<file path="src/rtl/lidar_pwm_proximity.sv">
// Three-channel LIDAR PWM front end: pulse-width measurement, N-sample near/far confirmation, liveness timeout.
// Define LIDAR_PROX_HYST_EN to enable the neutral band [NEAR_CM, FAR_CM) in which both streaks hold.
module lidar_pwm_proximity #(
    parameter int TICK_DIV      = 500,
    parameter int CNT_W         = 10,
    parameter int NEAR_CM       = 100,
    parameter int FAR_CM        = 120,
    parameter int CONFIRM       = 2,
    parameter int TIMEOUT_TICKS = 1000
) (
    input  logic       clk,
    input  logic       rst_n,
    input  logic       ena,
    input  logic [2:0] pwm_in,
    output logic [2:0] near,
    output logic [2:0] alive,
    output logic [2:0] meas_stb
);
    localparam int PW = (TICK_DIV > 1) ? $clog2(TICK_DIV) : 1;
    localparam int SW = $clog2(TIMEOUT_TICKS + 1);
    localparam logic [CNT_W-1:0] WMAX       = '1;
    localparam logic [PW-1:0]    PRESC_LAST = PW'(TICK_DIV - 1);
    localparam logic [SW-1:0]    SIL_MAX    = SW'(TIMEOUT_TICKS);
    localparam logic [SW-1:0]    SIL_LAST   = SW'(TIMEOUT_TICKS - 1);
    localparam logic [3:0]       CONF       = 4'(CONFIRM);

`ifdef LIDAR_PROX_HYST_EN
    localparam int FAR_TH = FAR_CM;
    if (FAR_CM < NEAR_CM) begin : g_bad_far
        $error("FAR_CM must be >= NEAR_CM when the hysteresis band is enabled");
    end
`else
    // Without the band the far threshold collapses onto NEAR_CM and FAR_CM has no effect.
    localparam int FAR_TH = NEAR_CM + 0 * FAR_CM;
`endif

    typedef enum logic [1:0] {WAIT_LOW, WAIT_HIGH, MEASURE} state_t;

    logic [2:0]       sync1_q, sync2_q, prev_q;
    logic [1:0]       prime_q;
    logic [PW-1:0]    presc_q;
    state_t           state_q   [3];
    logic [CNT_W-1:0] width_q   [3];
    logic [SW-1:0]    silence_q [3];
    logic [3:0]       nstreak_q [3];
    logic [3:0]       fstreak_q [3];
    logic [2:0]       near_q, alive_q, stb_q;

    logic             tick;
    logic [2:0]       rise, fall, done, tmo, near_smp, far_smp;
    logic [3:0]       nstreak_d [3];
    logic [3:0]       fstreak_d [3];

    always_comb begin
        tick = ena && (presc_q == PRESC_LAST);
        for (int i = 0; i < 3; i++) begin
            rise[i]      = sync2_q[i] & ~prev_q[i];
            fall[i]      = ~sync2_q[i] & prev_q[i];
            done[i]      = (state_q[i] == MEASURE) && fall[i];
            // A completion in the same cycle clears silence, so it beats the timeout.
            tmo[i]       = tick && !done[i] && (silence_q[i] == SIL_LAST);
            near_smp[i]  = (width_q[i] != WMAX) && (32'(width_q[i]) < 32'(NEAR_CM));
            far_smp[i]   = (width_q[i] == WMAX) || (32'(width_q[i]) >= 32'(FAR_TH));
            nstreak_d[i] = (nstreak_q[i] == CONF) ? CONF : nstreak_q[i] + 4'd1;
            fstreak_d[i] = (fstreak_q[i] == CONF) ? CONF : fstreak_q[i] + 4'd1;
        end
    end

    always_ff @(posedge clk) begin
        if (!rst_n) begin
            sync1_q <= '0;
            sync2_q <= '0;
            prev_q  <= '0;
            prime_q <= '0;
            presc_q <= '0;
            near_q  <= '0;
            alive_q <= '0;
            stb_q   <= '0;
            for (int i = 0; i < 3; i++) begin
                state_q[i]   <= WAIT_LOW;
                width_q[i]   <= '0;
                silence_q[i] <= '0;
                nstreak_q[i] <= '0;
                fstreak_q[i] <= '0;
            end
        end else begin
            sync1_q <= pwm_in;
            sync2_q <= sync1_q;
            prev_q  <= sync2_q;
            // The synchronizer holds reset zeros for two cycles; WAIT_LOW must not trust them.
            prime_q <= {prime_q[0], 1'b1};
            if (!ena) begin
                stb_q <= '0;
            end else begin
                presc_q <= (presc_q == PRESC_LAST) ? '0 : presc_q + 1'b1;
                for (int i = 0; i < 3; i++) begin
                    stb_q[i] <= done[i];
                    if (done[i]) begin
                        silence_q[i] <= '0;
                    end else if (tick && silence_q[i] != SIL_MAX) begin
                        silence_q[i] <= silence_q[i] + 1'b1;
                    end
                    if (tmo[i]) begin
                        alive_q[i]   <= 1'b0;
                        near_q[i]    <= 1'b0;
                        nstreak_q[i] <= '0;
                        fstreak_q[i] <= '0;
                        state_q[i]   <= WAIT_LOW;
                    end else begin
                        case (state_q[i])
                            WAIT_LOW: begin
                                if (prime_q[1] && !sync2_q[i]) state_q[i] <= WAIT_HIGH;
                            end
                            WAIT_HIGH: begin
                                if (rise[i]) begin
                                    width_q[i] <= '0;
                                    state_q[i] <= MEASURE;
                                end
                            end
                            MEASURE: begin
                                if (fall[i]) begin
                                    alive_q[i] <= 1'b1;
                                    state_q[i] <= WAIT_HIGH;
                                    if (near_smp[i]) begin
                                        nstreak_q[i] <= nstreak_d[i];
                                        fstreak_q[i] <= '0;
                                        if (nstreak_d[i] == CONF) near_q[i] <= 1'b1;
                                    end else if (far_smp[i]) begin
                                        fstreak_q[i] <= fstreak_d[i];
                                        nstreak_q[i] <= '0;
                                        if (fstreak_d[i] == CONF) near_q[i] <= 1'b0;
                                    end
                                end else if (tick && width_q[i] != WMAX) begin
                                    width_q[i] <= width_q[i] + 1'b1;
                                end
                            end
                            default: state_q[i] <= WAIT_LOW;
                        endcase
                    end
                end
            end
        end
    end

    assign near     = near_q;
    assign alive    = alive_q;
    assign meas_stb = stb_q;

endmodule

</file>
<file path="config.mk">
export PLATFORM = sky130hd
export DESIGN_NAME = lidar_pwm_proximity
export DESIGN_NICKNAME = d
export VERILOG_FILES = /design/src/rtl/lidar_pwm_proximity.sv
export SDC_FILE = /design/constraint.sdc
export NUM_CORES = 1
export LEC_CHECK = 0
export BUFFER_PORTS_ARGS = -buffer_cell sky130_fd_sc_hd__buf_2
export CORE_ASPECT_RATIO = 0.7
export CORE_MARGIN = 2
export CORE_UTILIZATION = 62
export DETAILED_ROUTE_END_ITERATION = 10
export HOLD_SLACK_MARGIN = 0.03
export PLACE_DENSITY = 0.79
export SLEW_MARGIN = 30
export SYNTH_ARGS = -nofsm -noshare
export SYNTH_HDL_FRONTEND = slang
export SYNTH_SLANG_ARGS = --single-unit
</file>
<file path="constraint.sdc">
create_clock -name clk -period 5.6 [get_ports clk]
set_input_delay 1.68 -clock clk [delete_from_list [all_inputs] [get_ports clk]]
set_output_delay 1.68 -clock clk [all_outputs]
set_load 0.01 [all_outputs]
</file>
==> out/metrics.yaml <==
status: "complete, no violations"
cts_setup_buffers: 0
ys_types: 51
hpwl_mm: 8.09
p_leak_nw: 2.55
ir_drop_mv: 0.264
critPathKind: "in -> reg"
port_buffers: 14
grt_pass1_vias: 4193
synth_ff_type: "edfxtp_1"
startpoint_type: "primary input"
use_met2: 0.369
fp-row-count: 30
rr_worst_depth: 6
nFillCells: 662
pwr-share-clk: 0.503
intPower_w: 0.00175
worst_slew_pin_slew_ns: 0.893
cp.required_ns: 5.63
p_switching_w: 0.000452
start_util: 0.639
final_hold_viol_count: 0
ys_seq_elements: 119
timing.final.crit_share: 0.722
power_density_nw_per_um2: 313
clkSinkCount: 119
met3_usage: 0.0612
period_needed_ns: 4.05
grt-busiest-layer: "met2"
critical_path.max_fanout: 17
track_usage: 0.234
synth_nets: 638
yosysMostFrequentCell: "nor2_1"
core_um2: 9760
async_flop_share: 0
drive_above_1_share: 0.0918
fin_setup_tns_ns: 0
drv_slew: 0
setup_viol: 0
wl_per_cell_um: 15.0
layout_setup_ws_ns: 1.55
cts_hold_buf: 0
insertedDiodeCount: 0
use_met1: 0.310
switching_share: 0.206
viasPerCell: 5.72
cp.arrival_ns: 4.08
dr.pass1.iters: 4
cts_buffers: 17
rsz0062_at_grt: "false"
io_pins: 15
fmax_mhz: 247
clock_latency_ns: 0.41
crit_chain: "buf_2, nand4b_1, or4_1, a2111oi_4, a31oi_1, o21ai_1"
first_iter_violations: 375
synth_xor_area_frac: 0.0884
ys_top_cells_by_count: "nor2_1, edfxtp_1, nand3_1, xnor2_1, inv_1"
combinationalPowerShare: 0.038
yosys.area.top_type_share: 0.433
root_buffer: "clkbuf_16"
cp-end-kind: "flop"
relSlewSlack: 0.396
antenna_found_initial: 0
postCtsResizedCells: 0
synth_area_leader_cell: "edfxtp_1"
synth_top_family_by_area: "simple AND/OR/NAND/NOR gates"
place.gp.congestion: 0.778
clock_skew_ns: 0.00980
grt-ovfl-total: 0
die_y_um: 87.9
syn_to_final_growth_pct: 12.5
drtAntennaViolNets: 0
cp_slowest_cell: "o21ai_1"
wl_mm: 11.6
synth.avg_cell_area_um2: 10.3
synth_compound_area_frac: 0.0588
die_area_um2: 10900
cts_tree: "built"
syn-instance-count: 607
drc_errors: 0
synth-edff-count: 90
yosysSeqAreaShare: 0.526
die_w_um: 124
grt_first_pass_wirelength_mm: 19.4
hold_class: "reg -> reg"
grt_max_degree: 27
yosysWarningCount: 0
htree_num_levels: 4
vias: 4409
r2r_setup_slack_ns: 2.57
cts.clk_slew.worst_paths_ns: 0.05
clock_path_buffers: 2
power_frac_seq: 0.459
pre_cts_slack_ns: 1.14
drv_cap: 0
hold_depth: 1
crit_path_max_incr_delay_ns: 0.70
whs_ns: 0.431
synthTopCellsByArea: "edfxtp_1, dfxtp_1, nor2_1, xnor2_1, ha_1"
yosys.area_share.simple: 0.244
netlist_area_um2: 6240
final_nets: 661
synthAdderAreaFrac: 0.0501
synthMuxAreaShare: 0.00481
[metal layers]
layer  part of all wire  wire length, um
met1               0.47             5440
met2               0.46             5370
met3              0.047              541
met4              0.019              217
met5                  0                0
[sequential cells by signal, summed over array words and instances, names as in the netlist]
signal,flops
near,3
fstreak_q,12
prev_q,3
prime_q,2
sync2_q,3
silence_q,30
width_q,30
state_q,6
nstreak_q,12
alive,3
sync1_q,3
presc_q,9
meas_stb,3
[cell families (layout without fill, tap and decap cells)]
group	count (synthesis)	after routing
buffers and inverters	43	79
adder cells (fa/ha/maj)	25	25
flip-flops	119	119
AO/OA/AOI/OAI	55	55
XOR/XNOR	63	63
AND/OR/NAND/NOR	299	299
multiplexers	3	3
[power by group through the flow]
stage	Combinational [W]	Clock, W	Sequential [W]
global placement	0.0000787	0	0.00102
floorplan	0.0000665	0	0.00102
detailed placement	0.0000818	0	0.00103
finish	0.0000827	0.00111	0.00101
global route	0.0000939	0.00116	0.00101
CTS	0.0000831	0.00112	0.00101
[path summary, 6_finish.rpt]
kind	startpoint	end
setup / recovery	ena	width_q[0][8]
hold reg to reg	prime_q[0]	prime_q[1]
hold / removal	prime_q[0]	prime_q[1]
setup reg to reg	presc_q[0]	width_q[0][8]
[worst max-delay path: cells and delay by family]
| kind | cells | cell delay [ns] |
|---|---|---|
| buffers and inverters | 1 | 0.30 |
| AOI/OAI and AO/OA | 3 | 1.26 |
| and+or+nand+nor | 2 | 0.83 |
[placed cells by master (no fill, tap or decap), types with 3 or more instances in the layout]
| cell | n |
|---|---|
| nor2_1 | 112 |
| edfxtp_1 | 90 |
| nand3_1 | 38 |
| xnor2_1 | 38 |
| inv_1 | 32 |
| nand2_1 | 31 |
| dfxtp_1 | 29 |
| xor2_1 | 25 |
| ha_1 | 25 |
| a21oi_1 | 18 |
| nor3_1 | 17 |
| clkbuf_16 | 17 |
| and3_1 | 15 |
| buf_2 | 14 |
| nand2b_1 | 13 |
| o21ai_0 | 13 |
| nand4_1 | 12 |
| and2_1 | 11 |
| nand3b_1 | 7 |
| nor2b_1 | 6 |
| clkinv_2 | 6 |
| nor4_1 | 5 |
| nor3b_1 | 5 |
| a31oi_1 | 5 |
| nand4b_1 | 4 |
| bufinv_16 | 4 |
| or3_1 | 3 |
| or4_1 | 3 |
| or4b_2 | 3 |
| or2_2 | 3 |
| mux2i_1 | 3 |
| a31o_2 | 3 |
| clkbuf_1 | 3 |
[layout make-up]
type / instances / area (um2) / share of cell area
flip-flops and latches: 119 / 3280 / 0.468
well taps: 128 / 160 / 0.0228
repair buffers: 15 / 77.6 / 0.0110
clock inverters: 12 / 158 / 0.0225
inverters: 32 / 120 / 0.0171
multi-input cells: 445 / 2790 / 0.397
clock buffers: 20 / 437 / 0.0622
[through the flow]
step | utilization | cell area, um2 | instances | total power [W]
2_1_floorplan | - | 6240 | 607 | 0.00108
3_3_place_gp | 0.659 | 6430 | 739 | 0.00110
3_5_place_dp | 0.659 | 6430 | 739 | 0.00111
4_1_cts | 0.719 | 7020 | 771 | 0.00221
5_1_grt | 0.719 | 7020 | 771 | 0.00227
6_report | 0.719 | 7020 | 771 | 0.00220
No activity file was read; power rests on OpenSTA's default activity.
